==> src/rtl/power_domain_scheduler.sv <==
`default_nettype none
// ---- power_domain_scheduler : per-domain 2^L clock dividers, glitch-free level change and gating ----
// ---- rev 1.0 ----
module power_domain_scheduler #(
  parameter int NUM_DOMAINS = 4,
  parameter int DOM_W       = 2,
  parameter int LEVEL_W     = 3,
  parameter int RESET_LEVEL = 0
) (
  input  logic                           clk,
  input  logic                           reset,
  input  logic                           change_level_flag,
  input  logic [LEVEL_W-1:0]             change_level,
  input  logic                           change_power_mode_flag,
  input  logic                           change_power_mode,
  input  logic [DOM_W-1:0]               change_domain,
  output logic [NUM_DOMAINS-1:0]         power_domain_clk,
  output logic [NUM_DOMAINS-1:0]         domain_busy,
  output logic [NUM_DOMAINS-1:0]         domain_gated,
  output logic [NUM_DOMAINS*LEVEL_W-1:0] level_status,
  output logic                           change_error
);

  // Counter must reach 2^Lmax - 1 where Lmax = 2^LEVEL_W - 1.
  localparam int CNT_W = (1 << LEVEL_W) - 1;

  logic [NUM_DOMAINS-1:0] w_hit;
  logic                   w_in_range;
  logic                   w_target_busy;
  logic                   w_accept_level;
  logic                   w_accept_mode;
  logic                   w_reject;
  logic                   r_error;

  assign w_in_range     = (32'(change_domain) < 32'(NUM_DOMAINS));
  assign w_target_busy  = |(w_hit & domain_busy);
  assign w_accept_level = change_level_flag && w_in_range && !w_target_busy;
  // A simultaneous level request always wins; the mode request is then rejected.
  assign w_accept_mode  = change_power_mode_flag && !change_level_flag
                          && w_in_range && !w_target_busy;
  assign w_reject       = (change_level_flag && !w_accept_level)
                          || (change_power_mode_flag && !w_accept_mode);

  always_ff @(posedge clk or negedge reset) begin
    if (!reset) begin
      r_error <= 1'b0;
    end else begin
      r_error <= w_reject;
    end
  end

  assign change_error = r_error;

  for (genvar d = 0; d < NUM_DOMAINS; d++) begin : g_dom
    logic [CNT_W-1:0]   r_cnt;
    logic [LEVEL_W-1:0] r_level;
    logic [LEVEL_W-1:0] r_pend_level;
    logic               r_q;
    logic               r_busy;
    logic               r_gated;
    logic               r_pend_is_mode;
    logic               r_pend_mode;
    logic [CNT_W:0]     w_limit;
    logic               w_at_edge;
    logic               w_apply_point;
    logic               w_load;

    assign w_hit[d]      = (32'(change_domain) == 32'(d));
    assign w_limit       = ((CNT_W+1)'(1) << r_level) - (CNT_W+1)'(1);
    assign w_at_edge     = ({1'b0, r_cnt} == w_limit);
    // Changes land only at the end of a low phase so the output never runts.
    assign w_apply_point = !r_q && w_at_edge && !r_gated;
    assign w_load        = w_hit[d] && (w_accept_level || w_accept_mode);

    always_ff @(posedge clk or negedge reset) begin
      if (!reset) begin
        r_cnt          <= '0;
        r_level        <= LEVEL_W'(RESET_LEVEL);
        r_pend_level   <= '0;
        r_q            <= 1'b0;
        r_busy         <= 1'b0;
        r_gated        <= 1'b0;
        r_pend_is_mode <= 1'b0;
        r_pend_mode    <= 1'b0;
      end else begin
        if (!r_gated) begin
          if (w_at_edge) begin
            r_q   <= ~r_q;
            r_cnt <= '0;
          end else begin
            r_cnt <= r_cnt + 1'b1;
          end
        end

        if (r_busy) begin
          if (!r_pend_is_mode) begin
            if (r_gated) begin
              r_level <= r_pend_level;
              r_busy  <= 1'b0;
            end else if (w_apply_point) begin
              r_level <= r_pend_level;
              r_cnt   <= '0;
              r_q     <= 1'b0;
              r_busy  <= 1'b0;
            end
          end else if (r_pend_mode) begin
            if (r_gated) begin
              r_busy <= 1'b0;
            end else if (w_apply_point) begin
              r_q     <= 1'b0;
              r_cnt   <= '0;
              r_gated <= 1'b1;
              r_busy  <= 1'b0;
            end
          end else begin
            // Ungating an already running domain leaves its phase untouched.
            if (r_gated) begin
              r_gated <= 1'b0;
              r_cnt   <= '0;
              r_q     <= 1'b0;
            end
            r_busy <= 1'b0;
          end
        end

        if (w_load) begin
          r_busy         <= 1'b1;
          r_pend_is_mode <= w_accept_mode;
          r_pend_mode    <= change_power_mode;
          r_pend_level   <= change_level;
        end
      end
    end

    assign power_domain_clk[d]                 = r_q;
    assign domain_busy[d]                      = r_busy;
    assign domain_gated[d]                     = r_gated;
    assign level_status[d*LEVEL_W +: LEVEL_W]  = r_level;
  end

endmodule
`default_nettype wire

==> config.mk <==
export PLATFORM = sky130hd
export DESIGN_NAME = power_domain_scheduler
export DESIGN_NICKNAME = d
export VERILOG_FILES = /design/src/rtl/power_domain_scheduler.sv
export SDC_FILE = /design/constraint.sdc
export NUM_CORES = 1
export LEC_CHECK = 0
export BUFFER_PORTS_ARGS = -buffer_cell sky130_fd_sc_hd__buf_2
export CORE_MARGIN = 8
export CORE_UTILIZATION = 60
export CTS_BUF_LIST = sky130_fd_sc_hd__clkbuf_8 sky130_fd_sc_hd__clkbuf_16
export DETAILED_ROUTE_END_ITERATION = 7
export GPL_ROUTABILITY_DRIVEN = 0
export PLACE_DENSITY = 0.8
export SLEW_MARGIN = 5
export SYNTH_ARGS = -nofsm -noshare
export SYNTH_HDL_FRONTEND = slang
export SYNTH_SLANG_ARGS = --single-unit
==> constraint.sdc <==
create_clock -name clk -period 4.1 [get_ports clk]
set_clock_uncertainty 0.15 [all_clocks]
set_input_delay 0 -clock clk [delete_from_list [all_inputs] [get_ports clk]]
set_output_delay 0 -clock clk [all_outputs]
set_load 0.02 [all_outputs]
==> results of run 1 <==
-- power by group through the flow --
stage	Clock [mW]	Combinational, mW	Sequential [mW]
6_report	0.719	2.29	1.55
5_1_grt	0.764	2.55	1.62
4_1_cts	0.735	2.30	1.54
3_5_place_dp	0	2.25	1.56
3_3_place_gp	0	2.18	1.53
2_1_floorplan	0	2.04	1.37
-- cell usage after synthesis, types with 3 or more instances --
| cell | instances | share of area |
|---|---|---|
| sky130_fd_sc_hd__dfrtp_1 | 73 | 0.40 |
| sky130_fd_sc_hd__a21oi_1 | 28 | 0.031 |
| sky130_fd_sc_hd__nor2_1 | 28 | 0.023 |
| sky130_fd_sc_hd__mux2_2 | 27 | 0.067 |
| sky130_fd_sc_hd__nand2_1 | 27 | 0.022 |
| sky130_fd_sc_hd__xnor2_1 | 18 | 0.035 |
| sky130_fd_sc_hd__buf_4 | 16 | 0.026 |
| sky130_fd_sc_hd__inv_1 | 16 | 0.013 |
| sky130_fd_sc_hd__nand3_1 | 16 | 0.018 |
| sky130_fd_sc_hd__nor3_1 | 15 | 0.016 |
| sky130_fd_sc_hd__xor2_1 | 15 | 0.029 |
| sky130_fd_sc_hd__clkbuf_1 | 13 | 0.011 |
| sky130_fd_sc_hd__nor2b_1 | 13 | 0.018 |
| sky130_fd_sc_hd__ha_1 | 12 | 0.033 |
| sky130_fd_sc_hd__o21ai_0 | 11 | 0.012 |
| sky130_fd_sc_hd__nand2b_1 | 10 | 0.014 |
| sky130_fd_sc_hd__nor3b_1 | 10 | 0.016 |
| sky130_fd_sc_hd__a31oi_1 | 8 | 0.011 |
| sky130_fd_sc_hd__and3_1 | 8 | 0.011 |
| sky130_fd_sc_hd__a211oi_1 | 7 | 0.012 |
| sky130_fd_sc_hd__buf_2 | 7 | 0.0077 |
| sky130_fd_sc_hd__or3_1 | 7 | 0.0096 |
| sky130_fd_sc_hd__a31o_2 | 5 | 0.0096 |
| sky130_fd_sc_hd__o2111ai_1 | 5 | 0.0096 |
| sky130_fd_sc_hd__a21boi_0 | 4 | 0.0066 |
| sky130_fd_sc_hd__a221oi_1 | 4 | 0.0077 |
| sky130_fd_sc_hd__mux2i_1 | 4 | 0.0088 |
| sky130_fd_sc_hd__or2_2 | 4 | 0.0055 |
| sky130_fd_sc_hd__a2111oi_1 | 3 | 0.0066 |
| sky130_fd_sc_hd__nand3b_1 | 3 | 0.0049 |
| sky130_fd_sc_hd__o211a_1 | 3 | 0.0066 |
| sky130_fd_sc_hd__o31ai_1 | 3 | 0.0049 |
| sky130_fd_sc_hd__or3b_2 | 3 | 0.0058 |
-- timing repair --
action	CTS	global route
hold buffers	13	0
setup endpoints to repair	0	3
buffers inserted	0	0
endpoints found under the hold margin	66	0
resized for setup	0	1
-- per-layer routing --
metal  global-route usage  part of all wire  vias to the layer above
met5                    0                 0                        -
met1                0.253              0.48                     1731
met2                0.301              0.47                       75
li1                     -                 -                     1731
met4               0.0734             0.014                        0
met3               0.0274             0.037                       12
-- per-stage QoR --
stage,hold WS (ps),worst slack [ps]
after floorplan,-446,363
after global placement,74.1,389
after detailed placement,81.0,215
after CTS,249,160
after global routing,317,13.6
final,215,259
-- logic make-up after synthesis --
| logic type | share of synthesized area |
|---|---|
| xor gates and xnor gates | 0.0634 |
| muxes | 0.0804 |
| and+or+nand+nor | 0.196 |
| buffers and inverters | 0.0628 |
| adders and majority gates | 0.0351 |
| AOI/OAI and AO/OA | 0.161 |
| DFF | 0.401 |
-- registers in the layout, summed over array words and instances (netlist names) --
signal                cells
g_dom.r_cnt              28
g_dom.r_level            12
g_dom.r_pend_mode         4
g_dom.r_busy              4
g_dom.r_gated             4
g_dom.r_pend_is_mode      4
g_dom.r_pend_level       12
g_dom.r_q                 4
change_error              1
-- layout make-up --
type                            count  area, um^2
Clock inverter                      7         134
Sequential cell                    73        1830
Inverter                           16        60.1
Fill cell                         555        2210
Multi-Input combinational cell    338        2450
Tap cell                           99         124
Clock buffer                        9         124
Timing Repair Buffer               55         360
-- worst max-delay path: stages (launching register included) --
cell	delay (ps)
sky130_fd_sc_hd__dfrtp_1	510
sky130_fd_sc_hd__or3_1	460
sky130_fd_sc_hd__ha_1	310
sky130_fd_sc_hd__or3b_2	480
sky130_fd_sc_hd__a21oi_1	160
sky130_fd_sc_hd__o21ai_0	210
sky130_fd_sc_hd__a21boi_0	240
sky130_fd_sc_hd__ha_1	270
sky130_fd_sc_hd__nor2_1	80
sky130_fd_sc_hd__nor3b_1	450
sky130_fd_sc_hd__mux2_2	400
-- worst min-delay path by stage --
stage	startpoint	to	slack, ps	depth (start not counted)
global route	reset	g_dom[2].r_cnt[3]	320	2
global placement	reset	g_dom[2].r_cnt[4]	70	1
floorplan	reset	change_error	-450	0
finish	reset	g_dom[2].r_cnt[3]	220	2
detailed placement	reset	g_dom[2].r_cnt[5]	80	1
CTS	reset	g_dom[2].r_cnt[3]	250	2
==> run_results.csv, run 1 <==
group,metric,value,unit
status,outcome,"finished, final reports clean",
timing,maxSlewViolCount,0,
yosys,synth_seq_area_share,0.401,
timing,timing.max_slew.rel_slack,0.323,
timing,fmax_achieved,0.260,GHz
layout,syn2layout_area_growth,11.4,%
layout,postLayoutCellArea,5080,um^2
drt,initialDrtViolationCount,118,
power,power,4.56,mW
floorplan,floorplan.core_area,7290,um^2
min_path,hp-class,"input pin to asynchronous set/reset pin",
drt,antenna_violating_nets_post_route,0,
critical_path,crit_start,"g_dom[2].r_level[2]",
floorplan,die_ht,103,um
timing,worst_slew_pin_slew,1010,ps
timing,totalNegativeSetupSlack,0,ps
critical_path,ff2ff_path_depth,10,
floorplan,start_util,0.625,
layout,fraction_of_layout_cells_with_a_size_suffix_above_1,0.209,
global_route,globalRoute.totalOverflow,0,
critical_path,worstReg2RegEnd,"g_dom[2].r_level[1]",
critical_path,required,4170,ps
power,power.net_switching,1.95,mW
critical_path,critPathArrivalTime,3920,ps
job,drv.max_cap_violation_count,0,
clocking,clkSlewWorstSetupHoldPaths,70,ps
drt,detailedRoute.firstPassIterationCount,4,
layout,fin_cells,597,
floorplan,num_rows,31,
floorplan,die-area,10600,um^2
place,detailed_place.area,4690,um^2
global_route,grt_first_pass_wirelength,16000,um
yosys,post_synth_inst_count,465,
timing,finalWorstPathRequiredPeriod,3840,ps
timing,finalCritPeriodShare,0.937,
timing,finalSetupViolCount,0,
drt,drc_errors,0,
global_route,first_global_vias,3375,
yosys,ys.flop_type,"sky130_fd_sc_hd__dfrtp_1",
yosys,syn-cell-area,4560,um^2
power,pwr-share-clk,0.158,
clocking,cts_max_level,3,
yosys,synthesis.area_per_instance,9.81,um^2
yosys,proportion_of_synthesized_flip_flops_having_asynchronous_set_or_reset,1.00,
global_route,antenna_violations_before_repair,0,
layout,number_of_nets_at_the_end_of_the_flow,515,
yosys,yosysUniqueCellTypes,64,
clocking,cts_buffers,9,
power,power.switching_fraction,0.428,
critical_path,worstSetupEndpointType,"register",
yosys,synth_seq_cells,73,
power,comb_power_share,0.503,
clocking,clock-root-buffer,"sky130_fd_sc_hd__clkbuf_8",
power,seqPwrFrac,0.340,
clocking,cts.sinks,73,
critical_path,critical_path.reg2reg.startpoint,"g_dom[2].r_level[2]",
yosys,synth_enable_flop_cells,0,
drt,drt_wl_total,9310,um
floorplan,die_boundary_width,103,um
place,hpwl,6630,um
place,dpl.cell_count,568,
drt,via_to_cell_ratio,5.94,
drt,wl_per_cell,15.6,um
layout,post_route_core_utilization,0.697,
critical_path,timing.setup.critical_path_class,"register to register",
power,vdd_ir_drop_max,0.415,mV
critical_path,critical_path_peak_fanout,14,
drt,route.vias.total,3549,
global_route,gr-usage-all-layers,0.189,
place,place.port_buffers,34,
timing,finalHoldViolations,0,
clocking,clock_tree.buffer_depth,2,
power,p_int,2.61,mW
yosys,ys_warn_count,0,
critical_path,start_kind,"register",
power,static-leakage-power,2.21,nW
layout,antenna_cells,0,
yosys,mappedNetlistNets,487,
layout,final_cell_mix,"sky130_fd_sc_hd__dfrtp_1, sky130_fd_sc_hd__buf_2, sky130_fd_sc_hd__nor2_1, sky130_fd_sc_hd__a21oi_1",
global_route,grt_start_max_net_pins,47,
timing,grt_setup_unrepaired,"no",
layout,most_common_library_cell_in_the_layout_ignoring_fill_and_taps,"sky130_fd_sc_hd__dfrtp_1",
clocking,tritoncts_clock_tree,"built",
floorplan,num_io_pins,35,
power,pwr_density_cell,898,nW/um^2
critical_path,rrSetupSlack,260,ps
clocking,clock_latency,340,ps
critical_path,critPathCapture,"g_dom[2].r_level[1]",
Note: power is estimated with default switching activity, not from simulation.
==> run 2, diff against run 1 <==
--- a/config.mk
+++ b/config.mk
@@ -5,13 +5,14 @@
 export SDC_FILE = /design/constraint.sdc
 export NUM_CORES = 1
 export LEC_CHECK = 0
-export BUFFER_PORTS_ARGS = -buffer_cell sky130_fd_sc_hd__buf_2
 export CORE_MARGIN = 8
 export CORE_UTILIZATION = 60
 export CTS_BUF_LIST = sky130_fd_sc_hd__clkbuf_8 sky130_fd_sc_hd__clkbuf_16
 export DETAILED_ROUTE_END_ITERATION = 7
+export DONT_BUFFER_PORTS = 1
 export GPL_ROUTABILITY_DRIVEN = 0
-export PLACE_DENSITY = 0.8
+export MAX_ROUTING_LAYER = met4
+export PLACE_DENSITY = 0.76
 export SLEW_MARGIN = 5
 export SYNTH_ARGS = -nofsm -noshare
 export SYNTH_HDL_FRONTEND = slang
==> run 2 against run 1 <==
Compared with the run above:
- register-to-register slack got worse by 20 ps
- maximum frequency shrank 0.41%
- critical endpoint is now g_dom[3].r_level[1]
- sequential share of layout area grew 1.3 points
- first-iteration DRC count rose by 97%
- largest power group unchanged
- highest routed layer unchanged
- global-route usage grew 0.25 points
- worst hold slack got worse by 190 ps
- sequential cell count unchanged
==> run_results.csv, run 2 (synthesis gave the netlist of run 1 again) <==
group,metric,value,unit
status,outcome,"finished, final reports clean",
clocking,clock-root-buffer,"sky130_fd_sc_hd__clkbuf_8",
drt,detailedRoute.firstPassIterationCount,4,
power,power.switching_fraction,0.448,
global_route,globalRoute.totalOverflow,0,
clocking,clock_latency,340,ps
layout,fraction_of_layout_cells_with_a_size_suffix_above_1,0.161,
critical_path,critPathArrivalTime,3930,ps
power,p_int,2.36,mW
floorplan,die_ht,103,um
timing,finalCritPeriodShare,0.941,
timing,finalSetupViolCount,0,
power,power.net_switching,1.92,mW
timing,grt_setup_unrepaired,"no",
clocking,clkSlewWorstSetupHoldPaths,70,ps
floorplan,floorplan.core_area,7290,um^2
job,drv.max_cap_violation_count,0,
layout,final_cell_mix,"sky130_fd_sc_hd__dfrtp_1, sky130_fd_sc_hd__nor2_1, sky130_fd_sc_hd__a21oi_1",
timing,totalNegativeSetupSlack,0,ps
power,comb_power_share,0.522,
critical_path,worstSetupEndpointType,"register",
place,place.port_buffers,0,
power,static-leakage-power,2.07,nW
global_route,antenna_violations_before_repair,0,
layout,largestRegisters,"g_dom.r_cnt x28, g_dom.r_level x12, g_dom.r_pend_level x12",
global_route,first_global_vias,3330,
drt,drc_errors,0,
layout,top_register,"g_dom.r_cnt",
power,pwr_density_cell,873,nW/um^2
clocking,clock_tree.buffer_depth,2,
drt,initialDrtViolationCount,233,
drt,via_to_cell_ratio,6.11,
timing,timing.max_slew.rel_slack,0.520,
drt,route.vias.total,3491,
drt,drt_wl_total,9150,um
layout,number_of_nets_at_the_end_of_the_flow,489,
power,seqPwrFrac,0.363,
drt,antenna_violating_nets_post_route,0,
global_route,gr-usage-all-layers,0.191,
timing,worst_slew_pin_slew,714,ps
power,pwr-share-clk,0.115,
floorplan,num_io_pins,35,
floorplan,die_boundary_width,103,um
layout,antenna_cells,0,
layout,most_common_library_cell_in_the_layout_ignoring_fill_and_taps,"sky130_fd_sc_hd__dfrtp_1",
clocking,cts.sinks,73,
timing,maxSlewViolCount,0,
clocking,cts_max_level,3,
power,vdd_ir_drop_max,0.384,mV
power,power,4.28,mW
timing,finalHoldViolations,0,
critical_path,critical_path_peak_fanout,10,
floorplan,die-area,10600,um^2
clocking,cts_setup_buffers,0,
timing,fmax_achieved,0.259,GHz
layout,largest_register_ffs,28,
clocking,tritoncts_clock_tree,"built",
drt,wl_per_cell,16.0,um
clocking,cts_buffers,9,
floorplan,num_rows,31,
critical_path,timing.setup.critical_path_class,"register to register",
layout,postLayoutCellArea,4900,um^2
critical_path,start_kind,"register",
global_route,grt_start_max_net_pins,74,
global_route,grt_first_pass_wirelength,15700,um
place,detailed_place.area,4570,um^2
timing,finalWorstPathRequiredPeriod,3860,ps
floorplan,start_util,0.625,
min_path,hp-class,"input pin to register",
layout,syn2layout_area_growth,7.49,%
place,hpwl,6400,um
critical_path,required,4180,ps
## run 2: cell types whose count changed in the layout (fill, tap and decap cells not counted), moves of 2 or more
cell                        before  now
sky130_fd_sc_hd__clkbuf_8        9   11
sky130_fd_sc_hd__buf_2          34    0
sky130_fd_sc_hd__buf_4           8   15
sky130_fd_sc_hd__bufinv_16       4    0
## run 2: critical path: stages, from the launching register on
cell and delay (ps):
sky130_fd_sc_hd__dfrtp_1 400, sky130_fd_sc_hd__buf_4 190, sky130_fd_sc_hd__nor2_1 230, sky130_fd_sc_hd__nand2_1 90
sky130_fd_sc_hd__ha_1 280, sky130_fd_sc_hd__o211a_1 170, sky130_fd_sc_hd__or4_1 510, sky130_fd_sc_hd__a211o_1 360
sky130_fd_sc_hd__nor3_2 250, sky130_fd_sc_hd__ha_1 280, sky130_fd_sc_hd__nor2_1 80, sky130_fd_sc_hd__nor3_1 360
sky130_fd_sc_hd__mux2_2 380
## run 2: timing repair
item | 4_1_cts | 5_1_grt
hold buffers | 14 | 0
endpoints found under the hold margin | 95 | 0
gates resized for setup | 0 | 0
## run 2: path summary, 6_finish.rpt
path,cells after the start,slack [ps],startpoint,end
max reg2reg,12,240,g_dom[3].r_level[1],g_dom[3].r_level[1]
min in group asynchronous,2,50,reset,g_dom[2].r_cnt[4]
min reg2reg,1,360,g_dom[1].r_pend_level[2],g_dom[1].r_level[2]
max in group asynchronous,2,3460,reset,g_dom[1].r_q
max,12,240,g_dom[3].r_level[1],g_dom[3].r_level[1]
min,3,30,change_domain[1],g_dom[1].r_busy
## run 2: routing by layer
| metal | wire [um] | global-route usage | vias up |
|---|---|---|---|
| met5 | 0 | - | - |
| li1 | - | - | 1680 |
| met3 | 719 | 0.0495 | 11 |
| met2 | 4150 | 0.285 | 97 |
| met1 | 4150 | 0.242 | 1703 |
| met4 | 128 | 0.0790 | 0 |
## run 2: area by class of cell
type	instances	area, um^2
clock buffer	11	151
clock inverter	5	22.5
fill	583	2390
inverter	16	60.1
multi-input combinational	338	2450
sequential	73	1830
tap	99	124
timing repair buffer	29	270
## run 2: power by group through the flow
stage	clock, mW	sequential [mW]	combinational (mW)
final	0.491	1.55	2.24
after global routing	0.541	1.62	2.49
after CTS	0.507	1.55	2.23
after detailed placement	0	1.57	2.17
after global placement	0	1.55	2.10
after floorplan	0	1.37	2.04
## run 2: metrics by stage
step / utilization / std cells / setup WS (ps) / hold slack (ps)
after floorplan: - / 465 / 363 / -446
after global placement: 0.627 / 541 / 403 / -443
after detailed placement: 0.627 / 541 / 280 / -443
after CTS: 0.672 / 571 / 261 / 19.8
after global routing: 0.672 / 571 / 53.7 / 41.5
final: 0.672 / 571 / 244 / 29.6
==> run 3, diff against run 2 <==
--- a/config.mk
+++ b/config.mk
@@ -5,6 +5,7 @@
 export SDC_FILE = /design/constraint.sdc
 export NUM_CORES = 1
 export LEC_CHECK = 0
+export ABC_AREA = 1
 export CORE_MARGIN = 8
 export CORE_UTILIZATION = 60
 export CTS_BUF_LIST = sky130_fd_sc_hd__clkbuf_8 sky130_fd_sc_hd__clkbuf_16
==> run 3 against run 2 <==
Compared with the run above:
- maximum frequency increased by 28%
- synthesized cell count increased by 28%
- highest routed layer unchanged
- non-clock buffer count decreased by 14
- clock power increased by 5.7%
- via count increased by 8.4%
- sequential share of layout area increased by 0.88 points
- worst setup slack improved by 850 ps
- final cell count increased by 24%
- die area decreased by 2.3%
- design area decreased by 2.3%
- sequential power decreased by 3%
- largest cell class unchanged
==> run_results.csv, run 3 <==
group,metric,value,unit
status,outcome,"finished, final reports clean",
timing,finalWorstPathRequiredPeriod,3010,ps
min_path,hp-class,"input pin to asynchronous set/reset pin",
critical_path,cell_chain_of_the_critical_path,"nor2_1 > nand2_1 > ha_1 > nand2_1 > xnor2_1 > xor2_1 > nor2_1 > nand2_1 > inv_1 > ha_1 > nor2_1 > inv_1 > nand3_1 > mux2_2",
yosys,syn-cell-area,4430,um^2
drt,wl_per_cell,12.9,um
yosys,synth_adder_area_share,0.0339,
drt,drt_wl_total,9120,um
yosys,synth_seq_cells,73,
timing,timing.max_slew.rel_slack,0.678,
layout,most_common_library_cell_in_the_layout_ignoring_fill_and_taps,"sky130_fd_sc_hd__nand2_1",
yosys,largest_family_of_logic_cells_by_synthesized_area,"simple AND/OR/NAND/NOR gates",
drt,initialDrtViolationCount,136,
yosys,synth_simple_gate_area_frac,0.295,
critical_path,worstSetupEndpointType,"register",
yosys,synthesis.area_per_instance,7.43,um^2
yosys,synth.largest_area_cell,"sky130_fd_sc_hd__dfrtp_1",
drt,drc_errors,0,
clocking,clock_latency,340,ps
yosys,ys.flop_type,"sky130_fd_sc_hd__dfrtp_1",
yosys,synth.area.mux_share,0.00254,
timing,finalSetupViolCount,0,
floorplan,num_io_pins,35,
yosys,post_synth_inst_count,597,
critical_path,critPathTopFamily,"simple AND/OR/NAND/NOR gates",
power,vdd_ir_drop_max,0.409,mV
floorplan,start_util,0.614,
timing,finalCritPeriodShare,0.733,
power,power,4.00,mW
floorplan,die-area,10400,um^2
yosys,share_of_the_synthesized_area_in_the_top_cell_type,0.412,
yosys,mappedNetlistNets,619,
layout,top_register,"g_dom.r_cnt",
power,pwr_density_cell,836,nW/um^2
yosys,netlist_top_cells_area,"sky130_fd_sc_hd__dfrtp_1, sky130_fd_sc_hd__nand2_1, sky130_fd_sc_hd__inv_1, sky130_fd_sc_hd__nor2_1, sky130_fd_sc_hd__nand3_1",
timing,maxSlewViolCount,0,
yosys,synth_area_in_xor_xnor,0.0573,
timing,hold_slack,50.0,ps
critical_path,timing.setup.critical_path_class,"register to register",
layout,fraction_of_layout_cells_with_a_size_suffix_above_1,0.0656,
layout,antenna_cells,0,
critical_path,critPathArrivalTime,3090,ps
critical_path,rrSetupSlack,1090,ps
clocking,clock_tree.buffer_depth,2,
global_route,grt_start_max_net_pins,74,
clocking,tritoncts_clock_tree,"built",
drt,antenna_violating_nets_post_route,0,
floorplan,die_boundary_width,102,um
timing,worst_slew_pin_slew,482,ps
drt,via_to_cell_ratio,5.34,
power,static-leakage-power,2.45,nW
global_route,antenna_violations_before_repair,0,
yosys,synthMostInstantiatedCell,"sky130_fd_sc_hd__nand2_1",
timing,fmax_achieved,0.333,GHz
floorplan,floorplan.core_area,7210,um^2
timing,grt_setup_unrepaired,"no",
clocking,clock-root-buffer,"sky130_fd_sc_hd__clkbuf_8",
drt,route.vias.total,3785,
critical_path,critical_path_peak_fanout,7,
global_route,gr-usage-all-layers,0.200,
layout,largestRegisters,"g_dom.r_cnt x28, g_dom.r_level x12, g_dom.r_pend_level x12",
critical_path,critPathBufInv,2,
yosys,synth_enable_flop_cells,0,
floorplan,die_ht,102,um
place,hpwl,6640,um
yosys,synth.top_cells.by_count,"sky130_fd_sc_hd__nand2_1, sky130_fd_sc_hd__inv_1, sky130_fd_sc_hd__dfrtp_1",
global_route,globalRoute.totalOverflow,0,
timing,finalHoldViolations,0,
clocking,cts_buffers,9,
yosys,proportion_of_synthesized_flip_flops_having_asynchronous_set_or_reset,1.00,
clocking,cts.sinks,73,
layout,final_cell_mix,"sky130_fd_sc_hd__nand2_1, sky130_fd_sc_hd__inv_1, sky130_fd_sc_hd__dfrtp_1",
floorplan,num_rows,31,
clocking,clkSlewWorstSetupHoldPaths,80,ps
critical_path,required,4180,ps
timing,totalNegativeSetupSlack,0,ps
layout,post_route_core_utilization,0.664,
layout,largest_register_ffs,28,
place,place.port_buffers,0,
yosys,yosysUniqueCellTypes,38,
layout,syn2layout_area_growth,8.02,%
drt,detailedRoute.firstPassIterationCount,4,
critical_path,worst_path_max_delay_cell,"sky130_fd_sc_hd__dfrtp_1",
yosys,synth_seq_area_share,0.412,
layout,number_of_nets_at_the_end_of_the_flow,628,
yosys,synth_compound_gate_area_share,0.104,
job,drv.max_cap_violation_count,0,
clocking,cts_setup_buffers,0,
yosys,ys_warn_count,0,
global_route,grt_first_pass_wirelength,16400,um
critical_path,start_kind,"register",
global_route,first_global_vias,3734,
clocking,cts_max_level,3,
critical_path,timing.critical_path.slowest_cell_delay,540,ps
-- run 3: cell count changes in the layout (fill, tap and decap cells not counted), sizes merged, moves of 7 or more --
cell,delta
a31oi,-7
and3,-8
buf,-15
inv,+62
mux2,-26
nand2,+122
nand2b,-11
nand3,+38
nor2,+47
nor2b,-13
nor3,-10
o21ai,+35
or3,-7
xnor2,-9
-- run 3: cell type report --
type / count / area [um^2]
clock buffer: 12 / 165
clock inverter: 3 / 15.0
fill: 633 / 2430
inverter: 82 / 308
multi-input combinational: 425 / 2180
sequential: 73 / 1830
tap: 99 / 124
timing repair buffer: 15 / 168
-- run 3: stage by stage --
stage	setup slack, ps	area, um^2	instances
global placement	1120	4440	679
global route	672	4790	709
finish	1090	4790	709
detailed placement	1070	4440	679
CTS	1070	4790	709
floorplan	1400	4430	597
-- run 3: per-layer routing --
metal  track usage  wire (um)
met1         0.246       4290
met2         0.318       4210
met3        0.0409        481
met4        0.0745        137
met5             -          0
-- run 3: logic make-up (layout without fill, tap and decap cells) --
logic type	Yosys count	in the layout
simple gates	299	299
xor+xnor	29	29
buf+inv	99	112
mux	1	1
fa+ha+maj	12	12
compound gates	84	84
flops	73	73
-- run 3: path summary, 6_finish.rpt --
| path | from | endpoint | depth (start not counted) |
|---|---|---|---|
| min reg2reg | g_dom[3].r_pend_level[1] | g_dom[3].r_pend_level[1] | 2 |
| max in group asynchronous | reset | g_dom[2].r_cnt[4] | 2 |
| max reg2reg | g_dom[3].r_level[2] | g_dom[3].r_level[1] | 14 |
| min | reset | g_dom[0].r_cnt[6] | 2 |
| max | g_dom[3].r_level[2] | g_dom[3].r_level[1] | 14 |
| min in group clk | change_power_mode_flag | g_dom[3].r_pend_level[1] | 4 |
-- run 3: timing repair --
item | 4_1_cts | 5_1_grt
hold buffers | 15 | 0
hold endpoints to repair | 97 | 0
endpoints found under the setup margin | 0 | 0
resized for setup | 0 | 0
-- run 3: power by group --
group          switching (mW)  internal, mW  total (mW)
Clock                   0.256         0.263       0.519
Combinational            1.19         0.791        1.98
Sequential              0.493          1.01        1.50
-- run 3: worst register-to-register path, delay by kind of cell (launching register included) --
kind,cells,cell delay [ps]
AND/OR/NAND/NOR,7,960
flip-flops,1,540
adder cells (fa/ha/maj),2,470
multiplexers,1,360
XOR/XNOR,2,290
buffers and inverters,2,140
